[src/rtl/nn_pkg.sv]
// rtl/nn_pkg.sv - shared widths, sizes and FSM state encoding for the conv sequencer
package nn_pkg;

    localparam int NN_DATA_W    = 16;
    localparam int NN_FADDR_W   = 10;
    localparam int NN_IADDR_W   = 9;
    localparam int NN_OADDR_W   = 3;
    localparam int NN_VEC_LEN   = 64;
    localparam int NN_OUT_COUNT = 8;

    typedef enum logic [2:0] {
        ST_IDLE     = 3'd0,
        ST_FETCH    = 3'd1,
        ST_DRAIN    = 3'd2,
        ST_WAIT_RES = 3'd3,
        ST_WRITE    = 3'd4,
        ST_DONE     = 3'd5
    } seq_state_t;

    // Counter width for a count of n, never narrower than one bit.
    function automatic int cnt_w(input int n);
        return (n > 1) ? $clog2(n) : 1;
    endfunction

endpackage

[src/rtl/seq_index_counter.sv]
// rtl/seq_index_counter.sv - element (k) and output (o) index counters with terminal flags
module seq_index_counter
    import nn_pkg::*;
#(
    parameter int VEC_LEN   = NN_VEC_LEN,
    parameter int OUT_COUNT = NN_OUT_COUNT,
    parameter int K_W       = cnt_w(VEC_LEN),
    parameter int O_W       = cnt_w(OUT_COUNT)
) (
    input  logic           i_clk,
    input  logic           i_rst_n,
    input  logic           i_k_clr,
    input  logic           i_k_inc,
    input  logic           i_o_clr,
    input  logic           i_o_inc,
    output logic [K_W-1:0] o_k,
    output logic [O_W-1:0] o_o,
    output logic           o_k_last,
    output logic           o_o_last
);

    logic [K_W-1:0] r_k;
    logic [O_W-1:0] r_o;
    logic           w_k_last;
    logic           w_o_last;

    assign w_k_last = (r_k == K_W'(VEC_LEN - 1));
    assign w_o_last = (r_o == O_W'(OUT_COUNT - 1));

    // k wraps to 0 after the last element so the next row starts clean.
    always_ff @(posedge i_clk or negedge i_rst_n) begin
        if (!i_rst_n) begin
            r_k <= '0;
        end else if (i_k_clr) begin
            r_k <= '0;
        end else if (i_k_inc) begin
            r_k <= w_k_last ? '0 : r_k + 1'b1;
        end
    end

    always_ff @(posedge i_clk or negedge i_rst_n) begin
        if (!i_rst_n) begin
            r_o <= '0;
        end else if (i_o_clr) begin
            r_o <= '0;
        end else if (i_o_inc) begin
            r_o <= w_o_last ? '0 : r_o + 1'b1;
        end
    end

    assign o_k      = r_k;
    assign o_o      = r_o;
    assign o_k_last = w_k_last;
    assign o_o_last = w_o_last;

endmodule

[src/rtl/conv_sequencer.sv]
// rtl/conv_sequencer.sv - control FSM streaming dim/bvm operands into the MAC and writing dom
module conv_sequencer
    import nn_pkg::*;
#(
    parameter int DATA_W    = NN_DATA_W,
    parameter int VEC_LEN   = NN_VEC_LEN,
    parameter int OUT_COUNT = NN_OUT_COUNT,
    parameter int IN_BASE   = 0,
    parameter int FILT_BASE = 0,
    parameter int FADDR_W   = NN_FADDR_W,
    parameter int IADDR_W   = NN_IADDR_W,
    parameter int OADDR_W   = NN_OADDR_W
) (
    input  logic               clk,
    input  logic               reset,
    input  logic               xxx__dut__go,
    output logic               dut__xxx__finish,
    output logic [FADDR_W-1:0] dut__bvm__address,
    output logic               dut__bvm__enable,
    output logic               dut__bvm__write,
    input  logic [DATA_W-1:0]  bvm__dut__data,
    output logic [IADDR_W-1:0] dut__dim__address,
    output logic               dut__dim__enable,
    output logic               dut__dim__write,
    input  logic [DATA_W-1:0]  dim__dut__data,
    output logic [OADDR_W-1:0] dut__dom__address,
    output logic [DATA_W-1:0]  dut__dom__data,
    output logic               dut__dom__enable,
    output logic               dut__dom__write,
    output logic [DATA_W-1:0]  mac_a,
    output logic [DATA_W-1:0]  mac_b,
    output logic               mac_valid,
    output logic               mac_first,
    output logic               mac_last,
    input  logic [DATA_W-1:0]  mac_result,
    input  logic               mac_result_valid
);

    localparam int K_W = cnt_w(VEC_LEN);
    localparam int O_W = cnt_w(OUT_COUNT);

    seq_state_t      r_state;
    seq_state_t      w_next;
    logic [K_W-1:0]  w_k;
    logic [O_W-1:0]  w_o;
    logic            w_k_last;
    logic            w_o_last;
    logic            w_k_clr;
    logic            w_k_inc;
    logic            w_o_clr;
    logic            w_o_inc;
    logic            w_latch;
    logic            w_fetch;
    logic            r_mac_valid;
    logic            r_mac_first;
    logic            r_mac_last;
    logic [DATA_W-1:0] r_result;

    seq_index_counter #(
        .VEC_LEN   (VEC_LEN),
        .OUT_COUNT (OUT_COUNT),
        .K_W       (K_W),
        .O_W       (O_W)
    ) u_idx (
        .i_clk    (clk),
        .i_rst_n  (reset),
        .i_k_clr  (w_k_clr),
        .i_k_inc  (w_k_inc),
        .i_o_clr  (w_o_clr),
        .i_o_inc  (w_o_inc),
        .o_k      (w_k),
        .o_o      (w_o),
        .o_k_last (w_k_last),
        .o_o_last (w_o_last)
    );

    always_ff @(posedge clk or negedge reset) begin
        if (!reset) begin
            r_state <= ST_IDLE;
        end else begin
            r_state <= w_next;
        end
    end

    always_comb begin
        w_next  = r_state;
        w_k_clr = 1'b0;
        w_k_inc = 1'b0;
        w_o_clr = 1'b0;
        w_o_inc = 1'b0;
        w_latch = 1'b0;
        case (r_state)
            ST_IDLE: begin
                if (xxx__dut__go) begin
                    w_next  = ST_FETCH;
                    w_k_clr = 1'b1;
                    w_o_clr = 1'b1;
                end
            end
            ST_FETCH: begin
                w_k_inc = 1'b1;
                if (w_k_last) begin
                    w_next = ST_DRAIN;
                end
            end
            // The final operand is on the MAC bus this cycle.
            ST_DRAIN: begin
                if (r_mac_last) begin
                    w_next = ST_WAIT_RES;
                end
            end
            ST_WAIT_RES: begin
                if (mac_result_valid) begin
                    w_latch = 1'b1;
                    w_next  = ST_WRITE;
                end
            end
            ST_WRITE: begin
                if (w_o_last) begin
                    w_next = ST_DONE;
                end else begin
                    w_o_inc = 1'b1;
                    w_k_clr = 1'b1;
                    w_next  = ST_FETCH;
                end
            end
            ST_DONE: begin
                w_next = ST_IDLE;
            end
            default: begin
                w_next = ST_IDLE;
            end
        endcase
    end

    // Issue flags trail the read strobes by one cycle to line up with SRAM data.
    always_ff @(posedge clk or negedge reset) begin
        if (!reset) begin
            r_mac_valid <= 1'b0;
            r_mac_first <= 1'b0;
            r_mac_last  <= 1'b0;
        end else begin
            r_mac_valid <= w_fetch;
            r_mac_first <= w_fetch && (w_k == '0);
            r_mac_last  <= w_fetch && w_k_last;
        end
    end

    always_ff @(posedge clk or negedge reset) begin
        if (!reset) begin
            r_result <= '0;
        end else if (w_latch) begin
            r_result <= mac_result;
        end
    end

    assign w_fetch = (r_state == ST_FETCH);

    assign dut__bvm__enable  = w_fetch;
    assign dut__dim__enable  = w_fetch;
    assign dut__bvm__write   = 1'b0;
    assign dut__dim__write   = 1'b0;
    assign dut__bvm__address = w_fetch ? (FADDR_W'(FILT_BASE) + FADDR_W'(w_o) * FADDR_W'(VEC_LEN)
                                          + FADDR_W'(w_k)) : '0;
    assign dut__dim__address = w_fetch ? (IADDR_W'(IN_BASE) + IADDR_W'(w_k)) : '0;

    assign dut__dom__enable  = (r_state == ST_WRITE);
    assign dut__dom__write   = (r_state == ST_WRITE);
    assign dut__dom__address = OADDR_W'(w_o);
    assign dut__dom__data    = r_result;

    assign dut__xxx__finish  = (r_state == ST_IDLE) || (r_state == ST_DONE);

    assign mac_valid = r_mac_valid;
    assign mac_first = r_mac_first;
    assign mac_last  = r_mac_last;
    assign mac_a     = r_mac_valid ? dim__dut__data : '0;
    assign mac_b     = r_mac_valid ? bvm__dut__data : '0;

endmodule

[config.mk]
export PLATFORM = sky130hd
export DESIGN_NAME = conv_sequencer
export DESIGN_NICKNAME = d
export VERILOG_FILES = /design/src/rtl/nn_pkg.sv /design/src/rtl/seq_index_counter.sv /design/src/rtl/conv_sequencer.sv
export SDC_FILE = /design/constraint.sdc
export NUM_CORES = 1
export LEC_CHECK = 0
export ABC_AREA = 1
export CAP_MARGIN = 20
export CELL_PAD_IN_SITES_DETAIL_PLACEMENT = 0
export CELL_PAD_IN_SITES_GLOBAL_PLACEMENT = 1
export CORE_MARGIN = 5
export CORE_UTILIZATION = 41
export DETAILED_ROUTE_END_ITERATION = 8
export DONT_BUFFER_PORTS = 1
export PLACE_DENSITY_LB_ADDON = 0.1
export SYNTH_ARGS = -nofsm -noshare
export SYNTH_HDL_FRONTEND = slang
export SYNTH_SLANG_ARGS = --single-unit
[constraint.sdc]
create_clock -name clk -period 1.7 [get_ports clk]
set_input_delay 0.085 -clock clk [delete_from_list [all_inputs] [get_ports clk]]
set_output_delay 0.085 -clock clk [all_outputs]
set_load 0.05 [all_outputs]
# Word-level counts from Yosys, hierarchy flattened
# Index checks and enable logic that the tools add are counted.
[op_classes] add_sub_neg=3 mul=0 div=0 magnitude_cmp=0 eq_ne=11 n_shift=0 muxes=24 n_bitwise=0 n_reduce_logical=8
[ops] op="$mux 16" n=2
[ops] op="$mux 3" n=8
[ops] op="$mux 6" n=4
[ops] op="$pmux 3 s5" n=1
[ops] op="$add 9x6->10" n=1
[ops] op="$mux 10" n=1
[ops] op="$eq 3x3->1 const B" n=3
[ops] op="$mux 1" n=7
[ops] op="$add 6x1->6 const B" n=1
[ops] op="$eq 3x2->1 const B" n=2
[ops] op="$eq 6x6->1 const B" n=1
[ops] op="$logic_not 6->1" n=1
[ops] op="$ne 2x2->1 const B" n=3
[ops] op="$reduce_and 4->1" n=1
[ops] op="$reduce_bool 2->1" n=2
[ops] op="$add 3x1->3 const B" n=1
[ops] op="$eq 3x1->1 const B" n=1
[ops] op="$logic_not 3->1" n=1
[ops] op="$logic_and 1x1->1" n=2
[ops] op="$ne 2x1->1 const B" n=1
[ops] op="$pmux 1 s2" n=1
[ops] op="$logic_or 1x1->1" n=1
[totals] reg_bits=31 latchBits=0 mem_bits_rw=0 romBits=0 output_inout_bits=80 wordCells=53 mem_count=0

# Logic depth before layout (Yosys ltp)
# Gate-level depths: netlist (run 1).
[logic_depth] ltp_word=5 ltp_mapped=7 mapped_depth_nobuf=7

# Hierarchy
# Synthesis (run 1) repeated with hierarchy kept, for this count alone.
[hier_totals] cells_unflattened=284 hier_area_um2=1921.8
[modules_own_cells] module="conv_sequencer" n_inst=1 cells_each=218 area_each_um2=1427.6
[modules_own_cells] module="seq_index_counter" n_inst=1 cells_each=66 area_each_um2=494.2

# Worst setup path after synthesis (run 1)
# No wires, ideal clock.
[synth_timing] path_kind="reg2out" from="register r_state[2]" to="output port dut__dim__address[1]" t_arrival_ns=1.893 required_ns=1.615 path_slack_ns=-0.278 path_stages_with_launch=6 n_path_buf=2 path_cell_list="dfrtp_1 > inv_2 > nand3_4 > buf_4 > nor2_1 > buf_4"
[synth_between] elab_chain_len=2
[synth_rtl] element="start: declaration" line_no="conv_sequencer.sv:42" source="seq_state_t r_state;"
[synth_rtl] element="start signal: assignment" line_no="conv_sequencer.sv:81" source="r_state <= w_next;"
[synth_rtl] element="$eq 3x1->1" line_no="conv_sequencer.sv:157" source="assign w_fetch = (r_state == ST_FETCH);"
[synth_rtl] element="$mux 6" line_no="conv_sequencer.sv:165" source="assign dut__dim__address = w_fetch ? (IADDR_W'(IN_BASE) + IADDR_W'(w_k)) : '0;"
[synth_rtl] element="end: declaration" line_no="conv_sequencer.sv:22" source="output logic [IADDR_W-1:0] dut__dim__address,"
# No other way between the ends.

# Worst setup path after layout (run 1)
[layout_timing] from="register r_mac_valid, in the netlist mac_valid" to="output port mac_a[1]"
[layout_between] elab_chain_len=1
[layout_rtl] element="start: declaration" line_no="conv_sequencer.sv:54" source="logic r_mac_valid;"
[layout_rtl] element="start signal: assignment" line_no="conv_sequencer.sv:143" source="r_mac_valid <= w_fetch;"
[layout_rtl] element="$mux 16" line_no="conv_sequencer.sv:177" source="assign mac_a = r_mac_valid ? dim__dut__data : '0;"
[layout_rtl] element="end: declaration" line_no="conv_sequencer.sv:30" source="output logic [DATA_W-1:0] mac_a,"
# No other way between the ends.

==> impl_metrics.json, run 1 <==
{
  "synth-xor-area-share_pct": 0.456,
  "postLayoutCoreUtil_pct": 68.6,
  "min_period_ns": 1.60,
  "critPathMaxStageDelay_ns": 0.52,
  "ios": 132,
  "fin_crit_sh_pct": 94.4,
  "drc": 0,
  "finalHoldViolCount": 0,
  "cp-start-kind": "flop",
  "ys_top_cells_by_area": "dfrtp_1 (40%), nand2_1 (15%), inv_1 (9.8%)",
  "synthesis.instances": 268,
  "gp_congestion": 0.792,
  "cp.required_ns": 1.62,
  "hpwl_um": 4570,
  "drt_wl_total_um": 6040,
  "cts_tree": "done",
  "area_delta_synth_final_pct": 65.3,
  "port_buffers": 0,
  "p_leak_nw": 1.73,
  "path_cells": "buf_4, nand2_1, inv_1, buf_12",
  "clk_pin_slew_ns": 0.07,
  "drtIter0Drc": 65,
  "timing.final.ws_setup_ns": 0.0959,
  "synth_seq_area_share_pct": 40.4,
  "clkLatencyLatePin_ns": 0.29,
  "slowest_stage": "dfrtp_2",
  "track_usage_pct": 20.0,
  "p_per_area_mw_per_mm2": 443,
  "ir_drop_mv": 0.442,
  "ant_nets": 0,
  "grt_pass1_vias": 1846,
  "dp_slack_ns": 0.246,
  "max_cap_violations": 0,
  "min_path_type": "input port to flop",
  "detail_route.wl_per_cell_um": 15.1,
  "slew_viol_final": 0,
  "fp.dieH_um": 78.5,
  "vias_per_cell": 4.79,
  "slew_headroom_pct": 66.5,
  "synth_area_mm2": 0.00192,
  "fin_tns_setup_ns": 0,
  "yosysTopAreaCell": "dfrtp_1",
  "setup_violations": 0,
  "synth_top_family_by_area": "simple AND/OR/NAND/NOR gates",
  "start_util_pct": 41.5,
  "cts_buffers": 5,
  "cts-htree-levels": 2,
  "status": "finished, final reports clean",
  "grt_start_max_net_pins": 33,
  "grt_pass1_wl_um": 9650,
  "yosys.area_share.adder_pct": 3.26,
  "crit_path_end_kind": "output port",
  "yosysWarnings": 0,
  "worstMarginPinSlew_ns": 0.502,
  "grt.overflow.total": 0,
  "vias": 1912,
  "worst_clock_skew_ns": 0.00664,
  "fp.dieW_um": 78.5,
  "antenna_found_initial": 0,
  "nets": 401,
  "worst-path-max-fanout": 32,
  "diodes": 0,
  "clock_path_buffers": 2,
  "synth-seq-cells": 31,
  "muxShareOfSynthArea_pct": 0,
  "synth-compound-area-share_pct": 2.73,
  "die-area_mm2": 0.00616,
  "core_area_mm2": 0.00463,
  "root_buffer": "clkbuf_8",
  "cts_sinks": 31,
  "firstDrtPassIters": 4,
  "path_class": "flop to output port",
  "synth_top_area_share_pct": 40.4,
  "synth-simple-area-share_pct": 34.8,
  "ys_types": 28,
  "fmax_mhz": 623,
  "avgSynthCellArea_um2": 7.17,
  "arrival_ns": 1.52,
  "row_count": 25,
  "drive_gt1_share_pct": 26.7,
  "grt_setup_unrepaired": "no"
}
[final timing paths]
check | depth (start not counted) | startpoint | slack [ns] | to
worst max-delay path | 4 | mac_valid$_DFF_PN0_ | 0.1 | mac_a[1]
worst min-delay path | 3 | mac_result_valid | 0.01 | r_state[0]$_DFFE_PN0P_
worst max register to register | 5 | r_state[0]$_DFFE_PN0P_ | 0.12 | dut__dom__data[3]$_DFFE_PN0P_
worst min register to register | 1 | u_idx.o_k[5]$_DFFE_PN0P_ | 0.53 | mac_first$_DFF_PN0_
max in group asynchronous | 2 | reset | 1.27 | mac_valid$_DFF_PN0_
min in group asynchronous | 2 | reset | 0.25 | dut__dom__data[15]$_DFFE_PN0P_
[layout by cell type (no fill, tap or decap)]
| cell type | synthesis | final |
|---|---|---|
| a21oi_1 | 3 | 3 |
| a31oi_1 | 1 | 1 |
| and2_1 | 1 | 1 |
| buf_12 | 0 | 39 |
| buf_4 | 15 | 21 |
| buf_6 | 2 | 1 |
| clkbuf_1 | 4 | 1 |
| clkbuf_8 | 0 | 5 |
| clkinv_2 | 0 | 1 |
| clkinvlp_4 | 0 | 1 |
| conb_1 | 1 | 6 |
| dfrtp_1 | 31 | 28 |
| dfrtp_2 | 0 | 3 |
| dlygate4sd3_1 | 0 | 25 |
| ha_1 | 5 | 5 |
| inv_1 | 50 | 49 |
| inv_2 | 2 | 3 |
| nand2_1 | 79 | 79 |
| nand2_2 | 4 | 4 |
| nand2_4 | 1 | 1 |
| nand3_1 | 28 | 28 |
| nand3_4 | 1 | 1 |
| nand4_1 | 3 | 3 |
| nor2_1 | 19 | 13 |
| nor2_2 | 0 | 2 |
| nor2_4 | 2 | 6 |
| nor3_1 | 2 | 2 |
| nor3_2 | 3 | 3 |
| nor4_1 | 2 | 2 |
| o21ai_0 | 2 | 1 |
| o21ai_1 | 3 | 4 |
| o22ai_1 | 1 | 1 |
| or2_2 | 1 | 1 |
| xor2_1 | 1 | 1 |
[flip-flops by register name, indices dropped and copies added, names as in the netlist]
register and flops:
dut__dom__data 16, u_idx.o_k 6, mac_valid 1, u_idx.o_o 3, mac_last 1, mac_first 1
r_state 3
[routing by layer]
layer	vias up	track usage, %	wire length [um]
met1	870	22.7	2340
li1	940	-	-
met5	-	0	0
met2	90	35.3	3080
met4	0	6.99	110
met3	12	6.19	502
[where the power goes]
group	switching (mW)	internal, mW
Combinational	0.0556	0.0329
Sequential	0	0.737
Clock	0.297	0.286
Total	0.352	1.06
[what timing repair did]
action | in CTS | in global routing
endpoints found under the hold margin | 47 | 0
resized for setup | 2 | 3
pin swaps | 1 | 2
setup buffers | 1 | 8
endpoints found under the setup margin | 44 | 19
hold buffers | 26 | 0
[cell usage after synthesis (all sizes together)]
cell type  count
clkbuf         4
a21oi          3
nand4          3
nand2         84
and2           1
o22ai          1
nor3           5
o21ai          5
inv           52
or2            1
xor2           1
ha             5
nor2          21
conb           1
a31oi          1
nor4           2
dfrtp         31
nand3         29
buf           18
[critical path: cells and delay by family, from the launching register on]
| family | cells | cell delay (ns) |
|---|---|---|
| buf+inv | 3 | 0.59 |
| flops | 1 | 0.52 |
| simple gates | 1 | 0.11 |
[area by class of cell]
type                       count  area [um^2]
fill                         396         1450
tap                           54         67.6
multi-input combinational    168          850
clock inverter                 2         12.5
clock buffer                   6         72.6
sequential                    31          779
timing repair buffer          86         1200
inverter                      52          195
[stage by stage]
stage	total power [mW]	area [um^2]	hold WS [ns]	cells
floorplan	0.799	1980	-0.211	273
global placement	0.781	2750	-0.210	356
detailed placement	0.782	2750	-0.210	356
CTS	1.43	3110	0.00768	391
global route	1.46	3180	0.0202	399
finish	1.41	3180	0.0101	399
[kinds of logic (layout without fill, tap and decap cells)]
group                      Yosys count  in the layout
buffers and inverters               74            146
xor gates and xnor gates             1              1
and+or+nand+nor                    146            146
AOI/OAI and AO/OA                   10             10
adders and majority gates            5              5
DFF                                 31             31
other                                1              6
(Power assumes the default switching activity.)
==> inputs of run 2 (changes only) <==
- MAX_ROUTING_LAYER: unset -> met4
==> run 2 against run 1 <==
  * Clock skew decreased by 0.0010 ns
  * Worst hold slack improved by 0.0043 ns
  * Non-clock buffer count fell by 5
  * Global-route usage up 0.50 points
  * Setup slack lost 0.0046 ns
==> impl_metrics.json, run 2 (synthesized netlist as in run 1, its figures left out) <==
{
  "clk_pin_slew_ns": 0.07,
  "ios": 132,
  "multi_input_area_um2": 850,
  "timing.final.ws_setup_ns": 0.0913,
  "diodes": 0,
  "detail_route.wl_per_cell_um": 15.1,
  "r2r-start": "r_state[0]$_DFFE_PN0P_",
  "p_leak_nw": 1.71,
  "vias_per_cell": 4.79,
  "cp-start-kind": "flop",
  "nets": 396,
  "worst-path-max-fanout": 12,
  "met1Wirelength_um": 2360,
  "fp.dieH_um": 78.5,
  "whs_ns": 0.0144,
  "fmax_mhz": 622,
  "cts-htree-levels": 2,
  "largest_reg_flops": 16,
  "grt_start_max_net_pins": 33,
  "cp.required_ns": 1.62,
  "worstMarginPinSlew_ns": 0.501,
  "antenna_found_initial": 0,
  "r2r_cells": 5,
  "top_layer": "met4",
  "final_common_cell": "nand2_1",
  "ff_latch_area_um2": 779,
  "fin_tns_setup_ns": 0,
  "gp_congestion": 0.804,
  "cts_buffers": 5,
  "clkLatencyLatePin_ns": 0.29,
  "p_per_area_mw_per_mm2": 446,
  "drc": 0,
  "crit_path_end_kind": "output port",
  "drtIter0Drc": 85,
  "n_fill_cell": 395,
  "firstDrtPassIters": 4,
  "slew_headroom_pct": 66.6,
  "wl_met2_um": 3030,
  "row_count": 25,
  "ir_drop_mv": 0.431,
  "arrival_ns": 1.52,
  "root_buffer": "clkbuf_8",
  "cts_tree": "done",
  "drt_wl_total_um": 5950,
  "final_cell_mix": "nand2_1 (79), inv_1 (49), buf_12 (39), nand3_1 (28), dfrtp_1 (28)",
  "port_buffers": 0,
  "worst_clock_skew_ns": 0.00562,
  "rr_endpoint": "dut__dom__data[3]$_DFFE_PN0P_",
  "setup_violations": 0,
  "status": "finished, final reports clean",
  "ff2ff_setup_slack_ns": 0.12,
  "ant_nets": 0,
  "dp_slack_ns": 0.246,
  "slew_viol_final": 0,
  "whs_path_depth": 3,
  "fp.dieW_um": 78.5,
  "clock_path_buffers": 2,
  "finalHoldViolCount": 0,
  "path_class": "flop to output port",
  "die-area_mm2": 0.00616,
  "fin_crit_sh_pct": 94.6,
  "drive_gt1_share_pct": 25.6,
  "grt_pass1_vias": 1847,
  "hold_start": "mac_result_valid",
  "track_usage_pct": 20.5,
  "grt.overflow.total": 0,
  "min_path_type": "input port to flop",
  "hpwl_um": 4570,
  "max_cap_violations": 0,
  "area_delta_synth_final_pct": 63.3,
  "met3_length_um": 449,
  "vias": 1886,
  "start_util_pct": 41.5,
  "min_period_ns": 1.61,
  "hold_path_end": "r_state[0]$_DFFE_PN0P_",
  "cts_sinks": 31,
  "grt_setup_unrepaired": "no",
  "grt_pass1_wl_um": 9610,
  "core_area_mm2": 0.00463
}
[run 2: critical path: stages (launching register included)]
cell and delay (ns):
dfrtp_2 0.45, inv_2 0.09, nand3_4 0.16, buf_6 0.21, nor2_2 0.13, buf_12 0.19
[run 2: cell type report]
cell class              count  share of cell area (%)
repair buffers             81                    37.0
well taps                  54                    2.15
inverters                  52                    6.22
clock buffers               6                    2.31
multi-input cells         168                    27.1
clock inverters             2                   0.399
flip-flops and latches     31                    24.8
[run 2: per-layer routing]
layer  vias up  global-route usage [%]
met5         -                       -
met4         0                    6.99
met3        11                    5.96
met2        80                    35.4
met1       862                    22.7
li1        933                       -
[run 2: how the worst max path moves through the flow]
stage,from,to,depth (start not counted)
after global placement,r_state[2]$_DFFE_PN0P_,dut__dim__address[1],5
after detailed placement,r_state[2]$_DFFE_PN0P_,u_idx.o_k[0]$_DFFE_PN0P_,6
after global routing,r_state[1]$_DFFE_PN0P_,dut__bvm__address[1],5
after floorplan,r_state[2]$_DFFE_PN0P_,dut__dim__address[1],5
after CTS,r_state[2]$_DFFE_PN0P_,dut__dim__address[1],5
final,r_state[2]$_DFFE_PN0P_,dut__dim__address[1],5
[run 2: power by group]
group / switching [mW] / internal (mW) / total (mW)
Clock: 0.287 / 0.286 / 0.573
Sequential: 0 / 0.737 / 0.737
Combinational: 0.0554 / 0.0329 / 0.0883
Total: 0.343 / 1.06 / 1.40
[run 2: what timing repair did]
item                                    4_1_cts  5_1_grt
hold buffers                                 26        0
buffers inserted                              1        3
resized for setup                             2        3
hold endpoints to repair                     47        0
endpoints found under the setup margin       44       19
pin swaps                                     1        2
[run 2: through the flow]
stage | cells | util [%] | cell area [um^2] | power (mW)
after global placement | 356 | 59.3 | 2750 | 0.781
after CTS | 391 | 67.2 | 3110 | 1.43
after global routing | 394 | 67.8 | 3140 | 1.46
after detailed placement | 356 | 59.3 | 2750 | 0.782
after floorplan | 273 | - | 1980 | 0.799
final | 394 | 67.8 | 3140 | 1.40
